--- src/rtl/cpu4_pkg.sv ---
// Shared types and constants for the 4-bit CPU multiply/divide sequencer.
package cpu4_pkg;

    localparam int DATA_W = 4;
    localparam int RES_W  = 2 * DATA_W;

    typedef enum logic [2:0] {
        ST_IDLE  = 3'd0,
        ST_LOAD  = 3'd1,
        ST_CALC  = 3'd2,
        ST_SHIFT = 3'd3,
        ST_DONE  = 3'd4
    } state_t;

    localparam logic OP_MUL = 1'b0;
    localparam logic OP_DIV = 1'b1;

    // Quotient reported alongside div_err when the divisor is zero.
    localparam logic [DATA_W-1:0] DIV0_QUOT = 4'hF;

endpackage

--- src/rtl/alu_muldiv_seq_if.sv ---
// Request/response bundle between the CPU control unit (master) and the sequencer (slave).
// res_zero/res_ovf exist only when ALU_MULDIV_FLAGS_EN is defined.
interface alu_muldiv_seq_if;

    logic                          start;
    logic                          op_sel;
    logic [cpu4_pkg::DATA_W-1:0]   operand_a;
    logic [cpu4_pkg::DATA_W-1:0]   operand_b;
    logic [cpu4_pkg::RES_W-1:0]    result;
    logic                          busy;
    logic                          done;
    logic                          div_err;
`ifdef ALU_MULDIV_FLAGS_EN
    logic                          res_zero;
    logic                          res_ovf;
`endif

    modport master (
        output start, op_sel, operand_a, operand_b,
`ifdef ALU_MULDIV_FLAGS_EN
        input  res_zero, res_ovf,
`endif
        input  result, busy, done, div_err
    );

    modport slave (
        input  start, op_sel, operand_a, operand_b,
`ifdef ALU_MULDIV_FLAGS_EN
        output res_zero, res_ovf,
`endif
        output result, busy, done, div_err
    );

endinterface

--- src/rtl/iter_counter_2bit.sv ---
// Iteration counter for the four multiply/divide steps; last flags the final step.
module iter_counter_2bit (
    input  logic clk,
    input  logic reset_n,
    input  logic clr,
    input  logic inc,
    output logic last
);

    logic [1:0] cnt;

    always_ff @(posedge clk or negedge reset_n) begin
        if (!reset_n) begin
            cnt <= 2'd0;
        end else if (clr) begin
            cnt <= 2'd0;
        end else if (inc) begin
            cnt <= cnt + 2'd1;
        end
    end

    assign last = (cnt == 2'd3);

endmodule

--- src/rtl/alu_muldiv_seq.sv ---
// Sequences 4-bit shift-add multiply and restoring divide on the external CPU ALU.
// Defining ALU_MULDIV_FLAGS_EN adds the res_zero/res_ovf result flags.
module alu_muldiv_seq
    import cpu4_pkg::*;
(
    input  logic              clk,
    input  logic              reset_n,
    alu_muldiv_seq_if.slave   bus,
    input  logic [DATA_W-1:0] alu_data,
    input  logic              alu_cout,
    output logic              op_add,
    output logic              op_sub,
    output logic              op_mul,
    output logic              op_div,
    output logic              op_and,
    output logic              alu_lsb,
    output logic [DATA_W-1:0] acc_high_data,
    output logic [DATA_W-1:0] bus_reg_data
);

    state_t            state;
    logic [RES_W-1:0]  acc;
    logic [RES_W-1:0]  acc_nxt;
    logic [RES_W-1:0]  done_val;
    logic [DATA_W-1:0] breg;
    logic              c, c_nxt;
    logic              msb, msb_nxt;
    logic              is_div;
    logic              cnt_clr, cnt_inc, cnt_last;
    logic              div0, enter_done;

    iter_counter_2bit u_iter_cnt (
        .clk     (clk),
        .reset_n (reset_n),
        .clr     (cnt_clr),
        .inc     (cnt_inc),
        .last    (cnt_last)
    );

    // An iteration ends on SHIFT for multiply and on CALC for divide.
    assign cnt_clr    = (state == ST_LOAD);
    assign cnt_inc    = (state == ST_SHIFT && !is_div) || (state == ST_CALC && is_div);
    assign div0       = (state == ST_LOAD) && (bus.op_sel == OP_DIV) && (bus.operand_b == '0);
    assign enter_done = div0 || (cnt_inc && cnt_last);
    assign done_val   = div0 ? {bus.operand_a, DIV0_QUOT} : acc_nxt;

    always_comb begin
        // NOTE: defaults first so every path assigns every output; no latches are inferred.
        acc_nxt = acc;
        c_nxt   = c;
        msb_nxt = msb;
        case (state)
            ST_LOAD: acc_nxt = {{DATA_W{1'b0}}, bus.operand_a};
            ST_CALC: begin
                if (!is_div) begin
                    if (acc[0]) begin
                        acc_nxt[RES_W-1:DATA_W] = alu_data;
                        c_nxt                   = alu_cout;
                    end else begin
                        c_nxt = 1'b0;
                    end
                end else if (msb || alu_cout) begin
                    // With msb set the true remainder exceeds 4 bits, so the mod-16 difference is exact.
                    acc_nxt[RES_W-1:DATA_W] = alu_data;
                    acc_nxt[0]              = 1'b1;
                end
            end
            ST_SHIFT: begin
                if (!is_div) begin
                    acc_nxt = {c, acc[RES_W-1:1]};
                end else begin
                    {msb_nxt, acc_nxt} = {acc, 1'b0};
                end
            end
            default: ;
        endcase
    end

    assign op_mul        = !is_div && (state == ST_CALC || state == ST_SHIFT);
    assign op_div        =  is_div && (state == ST_CALC || state == ST_SHIFT);
    assign op_add        = op_mul && (state == ST_CALC) && acc[0];
    assign op_sub        = op_div && (state == ST_CALC);
    assign op_and        = 1'b0;
    assign alu_lsb       = acc[0];
    assign acc_high_data = acc[RES_W-1:DATA_W];
    assign bus_reg_data  = breg;

    // NOTE: non-blocking assignments only, so every register samples pre-edge values.
    always_ff @(posedge clk or negedge reset_n) begin
        if (!reset_n) begin
            state       <= ST_IDLE;
            acc         <= '0;
            breg        <= '0;
            c           <= 1'b0;
            msb         <= 1'b0;
            is_div      <= 1'b0;
            bus.result  <= '0;
            bus.busy    <= 1'b0;
            bus.done    <= 1'b0;
            bus.div_err <= 1'b0;
`ifdef ALU_MULDIV_FLAGS_EN
            bus.res_zero <= 1'b0;
            bus.res_ovf  <= 1'b0;
`endif
        end else begin
            acc      <= acc_nxt;
            c        <= c_nxt;
            msb      <= msb_nxt;
            bus.done <= enter_done;
            case (state)
                ST_IDLE: begin
                    if (bus.start) begin
                        state       <= ST_LOAD;
                        bus.busy    <= 1'b1;
                        bus.div_err <= 1'b0;
`ifdef ALU_MULDIV_FLAGS_EN
                        bus.res_zero <= 1'b0;
                        bus.res_ovf  <= 1'b0;
`endif
                    end
                end
                ST_LOAD: begin
                    breg   <= bus.operand_b;
                    is_div <= (bus.op_sel == OP_DIV);
                    if (div0) begin
                        state <= ST_DONE;
                    end else if (bus.op_sel == OP_MUL) begin
                        state <= ST_CALC;
                    end else begin
                        state <= ST_SHIFT;
                    end
                end
                ST_CALC:  state <= (is_div && cnt_last) ? ST_DONE : ST_SHIFT;
                ST_SHIFT: state <= (!is_div && cnt_last) ? ST_DONE : ST_CALC;
                ST_DONE:  state <= ST_IDLE;
                default:  state <= ST_IDLE;
            endcase
            if (enter_done) begin
                bus.result  <= done_val;
                bus.busy    <= 1'b0;
                bus.div_err <= div0;
`ifdef ALU_MULDIV_FLAGS_EN
                bus.res_zero <= (done_val == '0);
                bus.res_ovf  <= !div0 && !is_div && (done_val[RES_W-1:DATA_W] != '0);
`endif
            end
        end
    end

endmodule

--- src/flat_wrapper.sv ---
// flat-port wrapper written by rule: the top's interface ports become plain ports
module alu_muldiv_seq_flat import cpu4_pkg::*;
  (clk, reset_n, alu_data, alu_cout, op_add, op_sub, op_mul, op_div, op_and, alu_lsb, acc_high_data, bus_reg_data, bus_start, bus_op_sel, bus_operand_a, bus_operand_b, bus_result, bus_busy, bus_done, bus_div_err);
  alu_muldiv_seq_if bus_i ();
  input  logic clk;
  input  logic reset_n;
  input  logic [DATA_W-1:0] alu_data;
  input  logic alu_cout;
  output logic op_add;
  output logic op_sub;
  output logic op_mul;
  output logic op_div;
  output logic op_and;
  output logic alu_lsb;
  output logic [DATA_W-1:0] acc_high_data;
  output logic [DATA_W-1:0] bus_reg_data;
  input wire logic [$bits(bus_i.start)-1:0] bus_start;
  input wire logic [$bits(bus_i.op_sel)-1:0] bus_op_sel;
  input wire logic [$bits(bus_i.operand_a)-1:0] bus_operand_a;
  input wire logic [$bits(bus_i.operand_b)-1:0] bus_operand_b;
  output wire logic [$bits(bus_i.result)-1:0] bus_result;
  output wire logic [$bits(bus_i.busy)-1:0] bus_busy;
  output wire logic [$bits(bus_i.done)-1:0] bus_done;
  output wire logic [$bits(bus_i.div_err)-1:0] bus_div_err;
  assign bus_i.start = bus_start;
  assign bus_i.op_sel = bus_op_sel;
  assign bus_i.operand_a = bus_operand_a;
  assign bus_i.operand_b = bus_operand_b;
  assign bus_result = bus_i.result;
  assign bus_busy = bus_i.busy;
  assign bus_done = bus_i.done;
  assign bus_div_err = bus_i.div_err;
  alu_muldiv_seq u_core (.clk(clk), .reset_n(reset_n), .bus(bus_i), .alu_data(alu_data), .alu_cout(alu_cout), .op_add(op_add), .op_sub(op_sub), .op_mul(op_mul), .op_div(op_div), .op_and(op_and), .alu_lsb(alu_lsb), .acc_high_data(acc_high_data), .bus_reg_data(bus_reg_data));
endmodule
--- config.mk ---
export PLATFORM = sky130hd
export DESIGN_NAME = alu_muldiv_seq_flat
export DESIGN_NICKNAME = d
export VERILOG_FILES = /design/src/rtl/cpu4_pkg.sv /design/src/rtl/alu_muldiv_seq_if.sv /design/src/rtl/iter_counter_2bit.sv /design/src/rtl/alu_muldiv_seq.sv /design/src/flat_wrapper.sv
export SDC_FILE = /design/constraint.sdc
export NUM_CORES = 1
export LEC_CHECK = 0
export BUFFER_PORTS_ARGS = -buffer_cell sky130_fd_sc_hd__buf_2
export CAP_MARGIN = 40
export CORE_AREA = 2 2 69 71
export DETAILED_ROUTE_END_ITERATION = 16
export DIE_AREA = 0 0 71 73
export PLACE_DENSITY_LB_ADDON = 0.05
export SETUP_SLACK_MARGIN = 0.4
export SYNTH_ARGS = -nofsm -noshare
export SYNTH_HDL_FRONTEND = slang
export SYNTH_SLANG_ARGS = --single-unit
--- constraint.sdc ---
create_clock -name clk -period 4.76 [get_ports clk]
set_input_delay 0.714 -clock clk [delete_from_list [all_inputs] [get_ports clk]]
set_output_delay 0.714 -clock clk [all_outputs]
set_load 0.01 [all_outputs]
==> reports/qor.txt <==
status: completed
Placed Cells: 244
DP HPWL: 3020 um
port bufs: 40
die span in y: 73 um
critical path's largest stage delay: 800 ps
syn avg cell area: 10.33 um2
Critical Path Start Type: flop
Met1 Wirelength: 2034 um
crit-path max FO: 22
cts repair resizes: 0
met3 wire len: 194 um
RSZ-0062 raised after global routing: no
clock sink total: 31
drt drc: 0
Clock Latency Late Sink: 280 ps
buffers plus inverters on the worst setup path: 1
crit path cell chain: nand2b_4 -> nor2_1 -> and3_1 -> buf_2
initial antenna violation count: 0
synth top area cells: dfrtp_1 (46%), mux2i_1 (4.1%), mux2_2 (3.3%)
ANT nets after route: 0
first-pass GRT wire length: 6755 um
full die area: 5183 um2
Core Region: 4536 um2
period utilization: 52.12%
setup TNS: 0 ps
FILL cells: 469
CTS root buf: clkbuf_8
DR pass1 iterations: 5
pins over their slew limit: 0
CTS tree: done
endpoints failing hold: 0
Worst R2R Path Depth: 4
Max Freq: 403.1 MHz
Setup CP Type: reg2out
Congestion Overflow GR: 0
htree depth: 2
Synth async-reset ratio: 100.0%
Seq/Total Area, Yosys: 45.52%
Commonest cells post-synth: dfrtp_1 (31), nor2_1 (12), inv_1 (9)
vias per cell: 5.550
max layer used: met4
Max-cap violations: 0
Worst Max-Slew Pin Slew: 724.5 ps
worst path arrival time: 1770 ps
Final setup viols: 0
net count reported at finish: 215
Worst slew margin: 51.70%
RR Startpoint: u_core.is_div
dominant synthesized flop cell: dfrtp_1
syn_nets: 183
Final GP Congestion: 0.8665
Non-Filler Instances: 251
Yosys warning count: 0
drt wl/cell: 16.79 um
Fin Clk Skew: 2.766 ps
leakage dissipation: 0.9316 nW
HP Class: in2async
Synth Register Bits: 31
Worst Path Required: 4050 ps
WL final: 4215 um
Final min period: 2481 ps
Unique masters post-synth: 51
n_diodes: 0
total power: 1.410 mW
gr usage total: 17.14%
via count: 1393
Layout area overhead: 15.27%
FF-to-FF setup slack: 2540 ps
clk buf depth: 2
Initial Util: 37.57%
Die X: 71 um
CP Capture Type: output port
# hold bufs at CTS: 0
share of cells above drive strength 1: 28.93%
VDD IR max: 258.0 uV
pwr dens: 717.6 nW/um2
Post-synth EDFFs: 0
FP Rows: 25
Slowest-stage cell, CP: dfrtp_1
Gate Count Post-Synth: 165
r2r endpoint: u_core.bus.result[4]
Initial DRC Count: 110
largest net degree at the start of global routing: 32
Num CTS Buffers: 5
synthesized area: 1704 um2
Storage cell area: 775.7 um2
most common cell in the netlist: dfrtp_1
cell family with most CP delay: flip-flops
# IOs: 42
Multi-input gate area: 799.5 um2
number of global-route vias before repair: 1369
area share of the largest cell type after synthesis: 45.52%
Reg clk slew, reported paths: 60 ps
area leader, netlist: dfrtp_1
DR WL met2: 1946 um
post-CTS setup repair buffer count: 0
==> logic make-up (layout without fill, tap and decap cells) <==
family | after synthesis | count (layout) | share of synthesized area (%)
compound gates | 51 | 51 | 22.76
flops | 31 | 31 | 45.52
other cells | 1 | 1 | 0.2201
simple gates | 43 | 43 | 14.76
xor+xnor | 2 | 2 | 1.028
buf+inv | 24 | 56 | 7.562
mux | 12 | 12 | 7.415
fa+ha+maj | 1 | 1 | 0.7341
==> flip-flops by register name (all words and copies together), names as in the netlist <==
name                   flops
u_core.bus.div_err         1
u_core.bus.busy            1
u_core.msb                 1
u_core.bus_reg_data        4
u_core.u_iter_cnt.cnt      2
u_core.bus.done            1
u_core.is_div              1
u_core.state               3
u_core.bus.result          8
u_core.acc                 8
u_core.c                   1
==> metrics by stage <==
stage	setup WS (ps)	utilization, %	hold slack (ps)	instance area (um2)
finish	2279	43.31	487.8	1964
global route	2153	43.31	523.4	1964
CTS	2268	43.31	494.5	1964
detailed placement	2451	41.38	474.3	1877
global placement	2465	41.38	469.9	1877
floorplan	2875	-	418.4	1704
==> how the worst max path moves through the flow <==
| stage | from | end | cells past startpoint |
|---|---|---|---|
| 5_1_grt | u_core.state[1] | op_add | 4 |
| 4_1_cts | u_core.state[1] | op_add | 4 |
| 6_report | u_core.state[1] | op_add | 4 |
| 2_1_floorplan | u_core.is_div | op_add | 4 |
| 3_3_place_gp | bus_operand_b[1] | u_core.bus.result[5] | 5 |
| 3_5_place_dp | bus_operand_b[1] | u_core.bus.result[5] | 5 |
==> routing by layer <==
metal	up-vias	GRT usage, %
met5	-	0
met4	0	5.660
met3	4	4.282
met2	35	27.10
met1	679	23.14
li1	675	-
==> power breakdown <==
group | internal (mW) | leakage, nW | switching, mW
registers | 0.384 | 0.375 | 0.167
logic | 0.315 | 0.509 | 0.338
clock network | 0.113 | 0.0470 | 0.0913
==> placed cells by master, fill, tap and decap left out, types with 3 or more instances in the layout <==
cell type	n
nor2_1	12
a21oi_1	8
o21ai_0	7
a221o_1	3
inv_1	9
nor3_1	4
a21o_1	3
mux2_2	5
clkbuf_8	6
dfrtp_1	31
buf_2	40
mux2i_1	7
nand3_1	5
o211ai_1	3
nand2_1	6
o22a_1	4
a211oi_1	3
==> layout make-up <==
type	count	area share, %
Multi-Input combinational cell	110	40.70
Sequential cell	31	39.49
Timing Repair Buffer	40	10.19
Clock buffer	6	4.204
Tap cell	54	3.439
Inverter	9	1.720
Clock inverter	1	0.2548
No activity file was read; power rests on OpenSTA's default activity.
